**src/rtl/uart_pkg.sv**
```systemverilog
// ---------------------------------------------------------------------------
// uart_pkg
// Shared constants for the UART transmit path: the byte width used by both
// the Transmitter and the arbiter, and the arbiter's FSM state encoding.
// ---------------------------------------------------------------------------
package uart_pkg;

  localparam int DATA_W = 8;

  localparam logic [1:0] IDLE  = 2'd0;
  localparam logic [1:0] START = 2'd1;
  localparam logic [1:0] BUSY  = 2'd2;
  localparam logic [1:0] GAP   = 2'd3;

endpackage

```
**src/rtl/rr_arbiter_comb.sv**
```systemverilog
// ---------------------------------------------------------------------------
// rr_arbiter_comb
// Purely combinational round-robin pick: scans last+1, last+2, ... modulo N
// and returns the first requesting index.
//   req_i    : request vector, one bit per requester
//   last_i   : index granted most recently (lowest priority this round)
//   any_o    : at least one request bit is set
//   winner_o : selected index (0 when any_o is low)
// ---------------------------------------------------------------------------
module rr_arbiter_comb #(
  parameter int N  = 4,
  parameter int IW = (N > 1) ? $clog2(N) : 1
) (
  input  logic [N-1:0]  req_i,
  input  logic [IW-1:0] last_i,
  output logic          any_o,
  output logic [IW-1:0] winner_o
);

  logic [IW-1:0] cand_s;

  // rotating priority scan; the first hit keeps the grant
  always_comb begin
    any_o    = 1'b0;
    winner_o = '0;
    cand_s   = '0;
    for (int k = 1; k <= N; k++) begin
      cand_s   = IW'((int'(last_i) + k) % N);
      winner_o = (!any_o && req_i[cand_s]) ? cand_s : winner_o;
      any_o    = any_o | req_i[cand_s];
    end
  end

endmodule

```
**src/rtl/uart_tx_arbiter.sv**
```systemverilog
// ---------------------------------------------------------------------------
// uart_tx_arbiter
// Shares one UART Transmitter between NUM_REQ byte requesters.
// Flow: IDLE picks a requester round-robin and latches its byte, START pulses
// tx_start/req_ready, BUSY waits for tx_done (with a watchdog), GAP holds off
// re-arbitration for GAP_CYCLES cycles (at least one).
// Ports:
//   clock, reset          : clock and synchronous active-high reset
//   req_valid, req_data   : per-requester valid bit and byte (8 bits each)
//   req_ready             : one-cycle accept pulse to the granted requester
//   tx_start, tx_in       : start pulse and byte to the Transmitter
//   tx_done               : frame-complete pulse from the Transmitter
//   sent_valid, sent_id   : normal completion pulse and requester index
//   busy                  : high whenever not IDLE
//   err_timeout, err_clear: sticky watchdog flag and its clear
// ---------------------------------------------------------------------------
module uart_tx_arbiter
  import uart_pkg::*;
#(
  parameter int NUM_REQ    = 4,
  parameter int TIMEOUT    = 1000000,
  parameter int GAP_CYCLES = 2
) (
  input  logic                       clock,
  input  logic                       reset,
  input  logic [NUM_REQ-1:0]         req_valid,
  input  logic [DATA_W*NUM_REQ-1:0]  req_data,
  output logic [NUM_REQ-1:0]         req_ready,
  output logic                       tx_start,
  output logic [DATA_W-1:0]          tx_in,
  input  logic                       tx_done,
  output logic                       sent_valid,
  output logic [$clog2(NUM_REQ)-1:0] sent_id,
  output logic                       busy,
  output logic                       err_timeout,
  input  logic                       err_clear
);

  localparam int IDW      = $clog2(NUM_REQ);
  localparam int TW       = $clog2(TIMEOUT + 1);
  localparam int GW       = (GAP_CYCLES > 0) ? $clog2(GAP_CYCLES + 1) : 1;
  localparam int G_LAST_I = (GAP_CYCLES > 0) ? GAP_CYCLES - 1 : 0;
  localparam logic [TW-1:0] TO_LAST = TW'(TIMEOUT - 1);
  localparam logic [GW-1:0] G_LAST  = GW'(G_LAST_I);

  logic [1:0]         state_q, state_d;
  logic [IDW-1:0]     last_q, last_d;
  logic [DATA_W-1:0]  tx_in_q, tx_in_d;
  logic [IDW-1:0]     sent_id_q, sent_id_d;
  logic [NUM_REQ-1:0] req_ready_q, req_ready_d;
  logic               tx_start_q, tx_start_d;
  logic               sent_valid_q, sent_valid_d;
  logic               busy_q, busy_d;
  logic               err_q, err_d;
  logic [TW-1:0]      tcnt_q, tcnt_d;
  logic [GW-1:0]      gcnt_q, gcnt_d;
  logic               any_s;
  logic [IDW-1:0]     win_s;
  logic               timeout_s;

  rr_arbiter_comb #(
    .N  (NUM_REQ),
    .IW (IDW)
  ) u_rr (
    .req_i    (req_valid),
    .last_i   (last_q),
    .any_o    (any_s),
    .winner_o (win_s)
  );

  // next-state and registered-output logic for the arbitration FSM
  always_comb begin
    state_d      = state_q;
    last_d       = last_q;
    tx_in_d      = tx_in_q;
    sent_id_d    = sent_id_q;
    req_ready_d  = '0;
    tx_start_d   = 1'b0;
    sent_valid_d = 1'b0;
    tcnt_d       = tcnt_q;
    gcnt_d       = gcnt_q;
    timeout_s    = 1'b0;
    case (state_q)
      IDLE: begin
        if (any_s) begin
          tx_in_d            = req_data[int'(win_s)*DATA_W +: DATA_W];
          sent_id_d          = win_s;
          last_d             = win_s;
          req_ready_d[win_s] = 1'b1;
          tx_start_d         = 1'b1;
          tcnt_d             = '0;
          state_d            = START;
        end else begin
          state_d = IDLE;
        end
      end
      START: begin
        // the watchdog window is measured from the tx_start cycle
        tcnt_d  = TW'(1);
        state_d = BUSY;
      end
      BUSY: begin
        if (tx_done) begin
          sent_valid_d = 1'b1;
          tcnt_d       = '0;
          gcnt_d       = '0;
          state_d      = GAP;
        end else if (tcnt_q >= TO_LAST) begin
          timeout_s = 1'b1;
          tcnt_d    = '0;
          gcnt_d    = '0;
          state_d   = GAP;
        end else begin
          tcnt_d = tcnt_q + TW'(1);
        end
      end
      GAP: begin
        // a zero-length gap still costs the one registered GAP cycle
        if ((GAP_CYCLES == 0) || (gcnt_q == G_LAST)) begin
          gcnt_d  = '0;
          state_d = IDLE;
        end else begin
          gcnt_d = gcnt_q + GW'(1);
        end
      end
      default: begin
        state_d = IDLE;
      end
    endcase

    // a timeout in the same cycle as err_clear keeps the flag set
    if (timeout_s) begin
      err_d = 1'b1;
    end else if (err_clear) begin
      err_d = 1'b0;
    end else begin
      err_d = err_q;
    end

    busy_d = (state_d != IDLE);
  end

  // state and output registers with synchronous reset
  always_ff @(posedge clock) begin
    if (reset) begin
      state_q      <= IDLE;
      last_q       <= IDW'(NUM_REQ - 1);
      tx_in_q      <= '0;
      sent_id_q    <= '0;
      req_ready_q  <= '0;
      tx_start_q   <= 1'b0;
      sent_valid_q <= 1'b0;
      busy_q       <= 1'b0;
      err_q        <= 1'b0;
      tcnt_q       <= '0;
      gcnt_q       <= '0;
    end else begin
      state_q      <= state_d;
      last_q       <= last_d;
      tx_in_q      <= tx_in_d;
      sent_id_q    <= sent_id_d;
      req_ready_q  <= req_ready_d;
      tx_start_q   <= tx_start_d;
      sent_valid_q <= sent_valid_d;
      busy_q       <= busy_d;
      err_q        <= err_d;
      tcnt_q       <= tcnt_d;
      gcnt_q       <= gcnt_d;
    end
  end

  assign req_ready   = req_ready_q;
  assign tx_start    = tx_start_q;
  assign tx_in       = tx_in_q;
  assign sent_valid  = sent_valid_q;
  assign sent_id     = sent_id_q;
  assign busy        = busy_q;
  assign err_timeout = err_q;

endmodule
```
**config.mk**
```make
export PLATFORM = sky130hd
export DESIGN_NAME = uart_tx_arbiter
export DESIGN_NICKNAME = d
export VERILOG_FILES = /design/src/rtl/uart_pkg.sv /design/src/rtl/rr_arbiter_comb.sv /design/src/rtl/uart_tx_arbiter.sv
export SDC_FILE = /design/constraint.sdc
export NUM_CORES = 1
export LEC_CHECK = 0
export CAP_MARGIN = 10
export CORE_MARGIN = 1
export CORE_UTILIZATION = 50
export CTS_CLUSTER_DIAMETER = 60
export DETAILED_ROUTE_END_ITERATION = 8
export PLACE_DENSITY_LB_ADDON = 0.3
export SLEW_MARGIN = 20
export SYNTH_ARGS = -nofsm -noshare
export SYNTH_HDL_FRONTEND = slang
export SYNTH_SLANG_ARGS = --single-unit
export TNS_END_PERCENT = 5
```
**constraint.sdc**
```tcl
create_clock -name clock -period 2.2 [get_ports clock]
set_input_delay 0.33 -clock clock [delete_from_list [all_inputs] [get_ports clock]]
set_output_delay 0.33 -clock clock [all_outputs]
set_load 0.05 [all_outputs]
```
# After elaboration in Yosys (flattened, before gate mapping)

Cells that the tools add are included.

Register bits after elaboration: 44
Input bits: 40
Output and inout port bits: 18
Word-level logic and storage cells: 89

Add/sub/neg operators: 6
Order comparisons: 7
Equality and inequality tests: 6
Shifts and indexed selects: 1
Muxes and demuxes: 34
Bitwise logic cells: 6
Reductions and logical operators: 18

Operator list:

| cell                                                       | count |
|---|---|
| 2-to-1 mux 20 bit                                          | 3 |
| one-hot mux 20 bit (3 select lines)                        | 1 |
| variable part select 32 x 6 -> 8 bit                       | 1 |
| adder 20 x 1 -> 20 bit (second input constant)             | 1 |
| greater-or-equal comparator 20 bit (second input constant) | 1 |
| 2-to-1 mux 2 bit                                           | 10 |
| < comparator 2 x 3 -> 1 bit (second input constant)        | 5 |
| 2-to-1 mux 1 bit                                           | 13 |
| binary-select mux 1 bit (select 2 bit)                     | 4 |
| one-hot mux 2 bit (4 select lines)                         | 1 |
| adder 2 x 1 -> 2 bit (second input constant)               | 3 |
| AND reduction 2 bit                                        | 3 |
| nonzero test 2 bit                                         | 3 |
| adder 2 bit (second input constant)                        | 2 |
| equality test 2 x 1 -> 1 bit (second input constant)       | 2 |
| equality test 2 bit (second input constant)                | 2 |
| logical AND 1 bit                                          | 4 |
| one-hot mux 2 bit (2 select lines)                         | 1 |
| OR reduction 2 bit                                         | 2 |
| logical NOT 1 bit                                          | 3 |
| inequality test 3 bit (second input constant)              | 1 |
| inverter 1 bit                                             | 3 |
| OR 1 bit                                                   | 3 |
| nonzero test 3 bit                                         | 1 |
| other kinds (5)                                            | 5 |

# Longest topological paths before layout

Gate-level depths: netlist (run 1).

Word-level depth: 12
Gate-level depth with buffers: 8
Gate-level depth less buffers: 7

# By module

Synthesis (run 1) repeated with hierarchy kept, for this count alone.

Cells, all modules: 250
Area, all modules: 2,187.1 µm²

By module, submodules not included:

| module          | instances | cells an instance | area an instance (µm²) |
|---|---|---|---|
| uart_tx_arbiter | 1         | 236               | 2,095.8 |
| rr_arbiter_comb | 1         | 14                | 91.3 |

# Worst setup path after synthesis (run 1)

OpenSTA, ideal clock, no wires.

Path type: register to register
Start point: register state_q[0]
End point: register tcnt_q[10]
Setup time: 0.096 ns
Data arrival time: 1.874 ns
Data required time: 2.104 ns
Slack: 0.231 ns
Stages on the path, launching flop included: 7
Path buffers: 0
Path through: dfxtp_1 inv_1 ha_1 nand3b_1 o41ai_4 nand2_2 o41ai_2

Cells in the longest elaborated chain, start to end: 3
Elaborated cells on any way between the ends: 7

Ends and longest elaborated chain:

| element                                                                      | RTL line               | text |
|---|---|---|
| from (decl)                                                                  | uart_tx_arbiter.sv:46  | `logic [1:0] state_q, state_d;` |
| from (signal assigned)                                                       | uart_tx_arbiter.sv:158 | `state_q <= state_d;` |
| equality test 2 bit, or another cell as far along                            | uart_tx_arbiter.sv:83  | `case (state_q)` |
| nonzero test 3 bit (no source line) or inequality test 2 bit (tied branches) | --                     |  |
| AND reduction 2 bit (no source line)                                         | --                     |  |
| to (signal assigned)                                                         | uart_tx_arbiter.sv:167 | `tcnt_q <= tcnt_d;` |
| to (decl)                                                                    | uart_tx_arbiter.sv:55  | `logic [TW-1:0] tcnt_q, tcnt_d;` |

Several ways; a longest one is shown, not always the timed one.
A chain may end at the register's enable or synchronous reset.

# Final worst setup path (run 1)

Start point: register state_q[1]
End point: register tcnt_q[10]

The elaborated chain is that of the path after synthesis.

==> flow_summary.yaml, run 1 <==
flow_run:
  maxCapViolations: 0
logic_synthesis:
  synth_top_cell_area_share_pct: 35.6
  synthXorXnorAreaFrac_pct: 1.42
  yosys_warnings: 0
  synth_top_family_by_area: "simple AND/OR/NAND/NOR gates"
  syn_avg_cell_area_sq_um: 8.81
  synth-simple-area-share_pct: 23.5
  syn_nets: 328
  synth.most_common_cell: "dfxtp_1"
  ys.flop_type: "dfxtp_1"
  synth.distinct_cells: 54
  synth_cells: 281
  syn_area_sq_mm: 0.00247
  yosysSeqAreaShare_pct: 35.6
  synth_fa_ha_area_share_pct: 3.54
  ys_ff_latch: 44
  muxShareOfSynthArea_pct: 12.2
  synthTopCellsByArea: "dfxtp_1, mux2i_1, nand3_1"
  yosysTopAreaCell: "dfxtp_1"
  synth_edf_count: 0
  synthTopCellsByCount: "dfxtp_1, nand3_1, nor2_1"
  synth-compound-area-share_pct: 18.8
  async_flop_share_pct: 0
cts:
  clock-sinks: 44
  postCtsHoldBufs: 0
  numCtsBuffers: 5
  post_cts_resized: 0
  path_clk_slew_ps: 80
  htree_num_levels: 2
  root_buffer: "clkbuf_8"
  worstSkewPairLatency_ps: 290
  cts_tree: "built"
  postCtsSetupBuffers: 0
  clock_path_buffers: 2
cells_and_area:
  drive_above_1_share_pct: 15.9
  fin_nets: 405
  synthToLayoutAreaGrowth_pct: 36.3
  antennaDiodeCount: 0
  fin_util_pct: 71.0
sta:
  setup_tns_ps: 0
  min_period_ps: 2040
  slew_headroom_pct: 62.7
  whs_ps: 429
  finalHoldViolations: 0
  layout_setup_ws_ps: 162
  rsz0062_at_grt: "no"
  worstMarginPinSlew_ps: 558
  fin_crit_sh_pct: 92.6
  setup_viol: 0
  fmax_mhz: 491
  timing.final.max_slew_violations: 0
  finClkSkew_ps: 5.76
placement:
  io_buffers: 57
  dp_slack_ps: -107
  dp_hpwl_um: 4830
  gp_congestion: 0.867
critical_path:
  worst_ep_arrival_time_ps: 2240
  critPathMaxFanout: 6
  worst_setup_path_end_kind: "flip-flop"
  startpoint_type: "flip-flop"
  cp_slowest_stage_delay_ps: 420
  crit_family: "compound AO/OA/AOI/OAI gates"
  critPathRequiredTime_ps: 2400
  path_cells: "inv_1, ha_1, nor4bb_2, o21ai_0, o41ai_4, nand2_2, o41ai_2"
  criticalPathCategory: "flip-flop to flip-flop"
  path_buf_inv: 1
  slowest_stage: "dfxtp_1"
die:
  rows: 25
  die_area_sq_mm: 0.00524
  die_y_um: 72.4
  coreArea_sq_mm: 0.00475
  start_util_pct: 52.1
  pin_count: 58
  die_w_um: 72.4
global_route:
  grt-ovfl-total: 0
  grt_max_degree: 21
  grt_pass1_wl_um: 9960
  grt_pass1_vias: 2124
  track_usage_pct: 24.5
  antenna_found_initial: 0
route:
  drt-total-wl_um: 6390
  vias: 2382
  ant_nets: 0
  avgViaCountPerCell: 5.59
  dr.first_iter.drc_count: 161
  drt_pass1_iterations: 4
  drc: 0
  wl_per_cell_um: 15.0
outcome:
  status: "finished, final reports clean"
pwr:
  pwr_density_cell_mw_per_mm2: 876
  peakVddDrop_v: 0.000648
  p_leak_nw: 1.28
  power_mw: 2.96
hold_path:
  hp-class: "flip-flop to flip-flop"
final cells by class:
type	instances	area (sq um)
Multi-Input combinational cell	212	1490
Tap cell	67	83.8
Inverter	14	52.6
Clock buffer	8	90.1
Sequential cell	44	881
Fill cell	376	1380
Timing Repair Buffer	81	779
logic make-up after synthesis:
family,count (synthesis)
AO/OA/AOI/OAI,64
XOR/XNOR,4
adder cells (fa/ha/maj),7
buffers and inverters,25
flip-flops,44
multiplexers,29
AND/OR/NAND/NOR,108
final timing paths:
path | start | end | slack, ps | cells after the start
max | state_q[1]$_SDFF_PP0_ | tcnt_q[10]$_SDFFE_PP0P_ | 160 | 7
min | gcnt_q[1]$_SDFFE_PP0P_ | gcnt_q[1]$_SDFFE_PP0P_ | 430 | 2
max reg2reg | state_q[1]$_SDFF_PP0_ | tcnt_q[10]$_SDFFE_PP0P_ | 160 | 7
min reg2reg | gcnt_q[1]$_SDFFE_PP0P_ | gcnt_q[1]$_SDFFE_PP0P_ | 430 | 2
sequential cells by signal, indices dropped and copies added, names as in the netlist:
signal and cells:
state_q 2, busy 1, last_q 2, sent_id 2, gcnt_q 2, req_ready 4, tx_start 1, sent_valid 1
err_timeout 1, tx_in 8, tcnt_q 20
layer usage:
| metal | part of all wire, % | routed length (um) | GRT usage (%) | vias up |
|---|---|---|---|---|
| met2 | 49 | 3120 | 40.9 | 67 |
| li1 | - | - | - | 1186 |
| met1 | 45 | 2870 | 31.3 | 1118 |
| met4 | 2.3 | 146 | 9.15 | 0 |
| met5 | 0 | 0 | 0 | - |
| met3 | 4.1 | 260 | 4.58 | 11 |
worst register-to-register path, delay by kind of cell, from the launching register on:
family                     cells  cell delay, ps
AOI/OAI and AO/OA              3             600
adders and majority gates      1             340
DFF                            1             420
and+or+nand+nor                2             490
buffers and inverters          1             110
cell usage in the layout, fill, tap and decap left out, drive strengths merged, types with 8 or more instances in the layout:
master / count
and3: 11
a21oi: 19
dfxtp: 44
o21ai: 15
nand2: 15
clkdlybuf4s50: 57
clkbuf: 8
mux2i: 20
nand3: 24
nor2: 23
inv: 14
mux2: 9
buf: 24
nand4: 9
metrics by stage:
stage          area (sq um)  cells
2_1_floorplan          2470    281
3_3_place_gp           3270    418
3_5_place_dp           3270    418
4_1_cts                3360    426
5_1_grt                3370    426
6_report               3370    426
power breakdown:
part           switching, mW  internal, mW
sequential            0.0767         0.918
combinational          0.822         0.620
clock                  0.263         0.256
Power figures use the tool's default switching activity.
==> run 2, diff against run 1 <==
- ABC_AREA: unset -> 1
- CORE_UTILIZATION: 50 -> 52
==> run 2 against run 1 <==
  * Via count is 25% higher
  * Synthesized cell count is 60% higher
  * Wire length grew 8.9%
  * Power is 66% higher
  * Die area rose by 13%
  * Clock-buffer cell count shrank 2
  * Largest cell class unchanged
==> flow_summary.yaml, run 2 <==
cts:
  root_buffer: "clkbuf_8"
  postCtsHoldBufs: 0
  postCtsSetupBuffers: 0
  numCtsBuffers: 5
  clock_path_buffers: 2
  clock-sinks: 44
  cts_tree: "built"
  worstSkewPairLatency_ps: 300
  post_cts_resized: 0
  path_clk_slew_ps: 90
  htree_num_levels: 2
route:
  avgViaCountPerCell: 5.10
  drt_pass1_iterations: 5
  ant_nets: 0
  vias: 2982
  wl_per_cell_um: 11.9
  dr.first_iter.drc_count: 175
  drt-total-wl_um: 6960
  drc: 0
logic_synthesis:
  syn_area_sq_mm: 0.00292
  synth.most_common_cell: "nand2_1"
  syn_nets: 498
  async_flop_share_pct: 0
  ys.flop_type: "dfxtp_1"
  yosys_warnings: 0
  synth_edf_count: 0
  yosysSeqAreaShare_pct: 30.2
  syn_avg_cell_area_sq_um: 6.48
  yosysTopAreaCell: "dfxtp_1"
  synth_top_cell_area_share_pct: 30.2
  synth_cells: 451
  ys_ff_latch: 44
  synth.distinct_cells: 36
  synthTopCellsByArea: "dfxtp_1, nand2_1, nand3_1"
  synthTopCellsByCount: "nand2_1, inv_1, nand3_1"
sta:
  min_period_ps: 1960
  timing.final.max_slew_violations: 0
  layout_setup_ws_ps: 237
  fin_crit_sh_pct: 89.2
  fmax_mhz: 509
  setup_viol: 0
  finalHoldViolations: 0
  worstMarginPinSlew_ps: 560
  finClkSkew_ps: 6.25
  rsz0062_at_grt: "yes"
  slew_headroom_pct: 62.6
critical_path:
  startpoint_type: "flip-flop"
  critPathMaxFanout: 4
  crit_start: "tcnt_q[0]$_SDFFE_PP0P_"
  cp_slowest_stage_delay_ps: 390
  path_cells: "ha_1, nand2_1, nor3_2, inv_1, nor2_1, nand3_1, inv_1, nand3_1, o21bai_1, nand3_1, nor2_1"
  slowest_stage: "dfxtp_1"
  critPathRequiredTime_ps: 2440
  criticalPathCategory: "flip-flop to flip-flop"
  worst_ep_arrival_time_ps: 2210
  reg2reg_from: "tcnt_q[0]$_SDFFE_PP0P_"
  worst_setup_path_end_kind: "flip-flop"
  crit_top_cell: "nand3_1"
cells_and_area:
  antennaDiodeCount: 0
  drive_above_1_share_pct: 11.5
  top_register: "tcnt_q"
  fin_util_pct: 70.3
  fin_nets: 561
  fill_cells: 447
  layout_commonest_cell: "nand2_1"
  largest_register_ffs: 20
  final_cell_mix: "nand2_1, clkdlybuf4s50_1, inv_1, nand3_1, nor2_1"
  synthToLayoutAreaGrowth_pct: 26.8
global_route:
  antenna_found_initial: 0
  grt-ovfl-total: 0
  grt_pass1_wl_um: 11900
  grt_max_degree: 22
  grt_pass1_vias: 2813
  track_usage_pct: 24.6
die:
  start_util_pct: 55.4
  rows: 26
  die_y_um: 76.9
  coreArea_sq_mm: 0.00527
  die_area_sq_mm: 0.00592
  pin_count: 58
  die_w_um: 76.9
hold_path:
  hp-class: "flip-flop to flip-flop"
  hp-start: "gcnt_q[1]$_SDFFE_PP0P_"
outcome:
  status: "finished, final reports clean"
placement:
  io_buffers: 57
  gp_congestion: 0.881
  dp_slack_ps: -63.4
  dp_hpwl_um: 5140
pwr:
  pwr_density_cell_mw_per_mm2: 1320
  p_leak_nw: 1.69
  peakVddDrop_v: 0.00109
flow_run:
  maxCapViolations: 0
[run 2: changes by cell type in the layout (fill, tap and decap cells not counted), moves of 6 or more]
cell	previous run	this run
mux2i_1	20	0
buf_4	21	9
inv_1	14	55
nor2_1	22	50
and3_1	10	1
nand2_1	14	133
mux2_2	9	0
nand2_4	0	7
nand3_2	0	7
nand2_2	1	9
nand3_1	24	53
nand4_1	9	2
o21ai_2	6	0
[run 2: path summary, 6_finish.rpt]
check                                 end  slack [ps]  cells past startpoint
setup / recovery  tcnt_q[16]$_SDFFE_PP0P_         240                     11
hold / removal     gcnt_q[1]$_SDFFE_PP0P_         430                      2
setup reg to reg  tcnt_q[16]$_SDFFE_PP0P_         240                     11
hold reg to reg    gcnt_q[1]$_SDFFE_PP0P_         430                      2
[run 2: cells by family after synthesis]
kind of cell	Yosys count	synth area share (%)
xor gates and xnor gates	8	2.40
AOI/OAI and AO/OA	38	7.28
adders and majority gates	7	3.00
buffers and inverters	74	11.7
and+or+nand+nor	280	45.5
DFF	44	30.2
[run 2: layer usage]
| metal | part of all wire [%] | routed length, um | global-route usage (%) | vias up |
|---|---|---|---|---|
| met5 | 0 | 0 | 0 | - |
| met3 | 6.7 | 469 | 4.88 | 8 |
| li1 | - | - | - | 1540 |
| met2 | 46 | 3180 | 40.6 | 95 |
| met4 | 0.78 | 54 | 8.27 | 0 |
| met1 | 47 | 3260 | 31.9 | 1339 |
[run 2: metrics by stage]
stage / power [mW] / hold WS, ps / instances / cell area (sq um) / TNS, ps
finish: 4.90 / 431 / 585 / 3700 / 0
global route: 5.25 / 468 / 585 / 3700 / -21.7
CTS: 4.88 / 431 / 585 / 3700 / 0
detailed placement: 4.33 / 419 / 577 / 3600 / -130
global placement: 4.28 / 412 / 577 / 3600 / 0
floorplan: 3.51 / 405 / 451 / 2920 / 0
[run 2: final cells by class]
class                   instances  area [sq um]  share of cell area, %
clock buffers                   6          82.6                   2.23
inverters                      61           239                   6.45
multi-input cells             333          1700                   45.9
well taps                      70          87.6                   2.37
flip-flops and latches         44           881                   23.8
repair buffers                 69           698                   18.9
clock inverters                 2          15.0                  0.406
[run 2: worst max-delay path: cells and delay by family (launching register included)]
family | cells | cell delay, ps
buf+inv | 2 | 200
simple gates | 7 | 990
compound gates | 1 | 140
fa+ha+maj | 1 | 200
flops | 1 | 390
[run 2: power by group]
part / switching (mW) / leakage, nW / internal (mW)
clock: 0.297 / 0.0434 / 0.255
combinational: 2.08 / 1.28 / 1.17
sequential: 0.131 / 0.359 / 0.970
total: 2.50 / 1.69 / 2.39
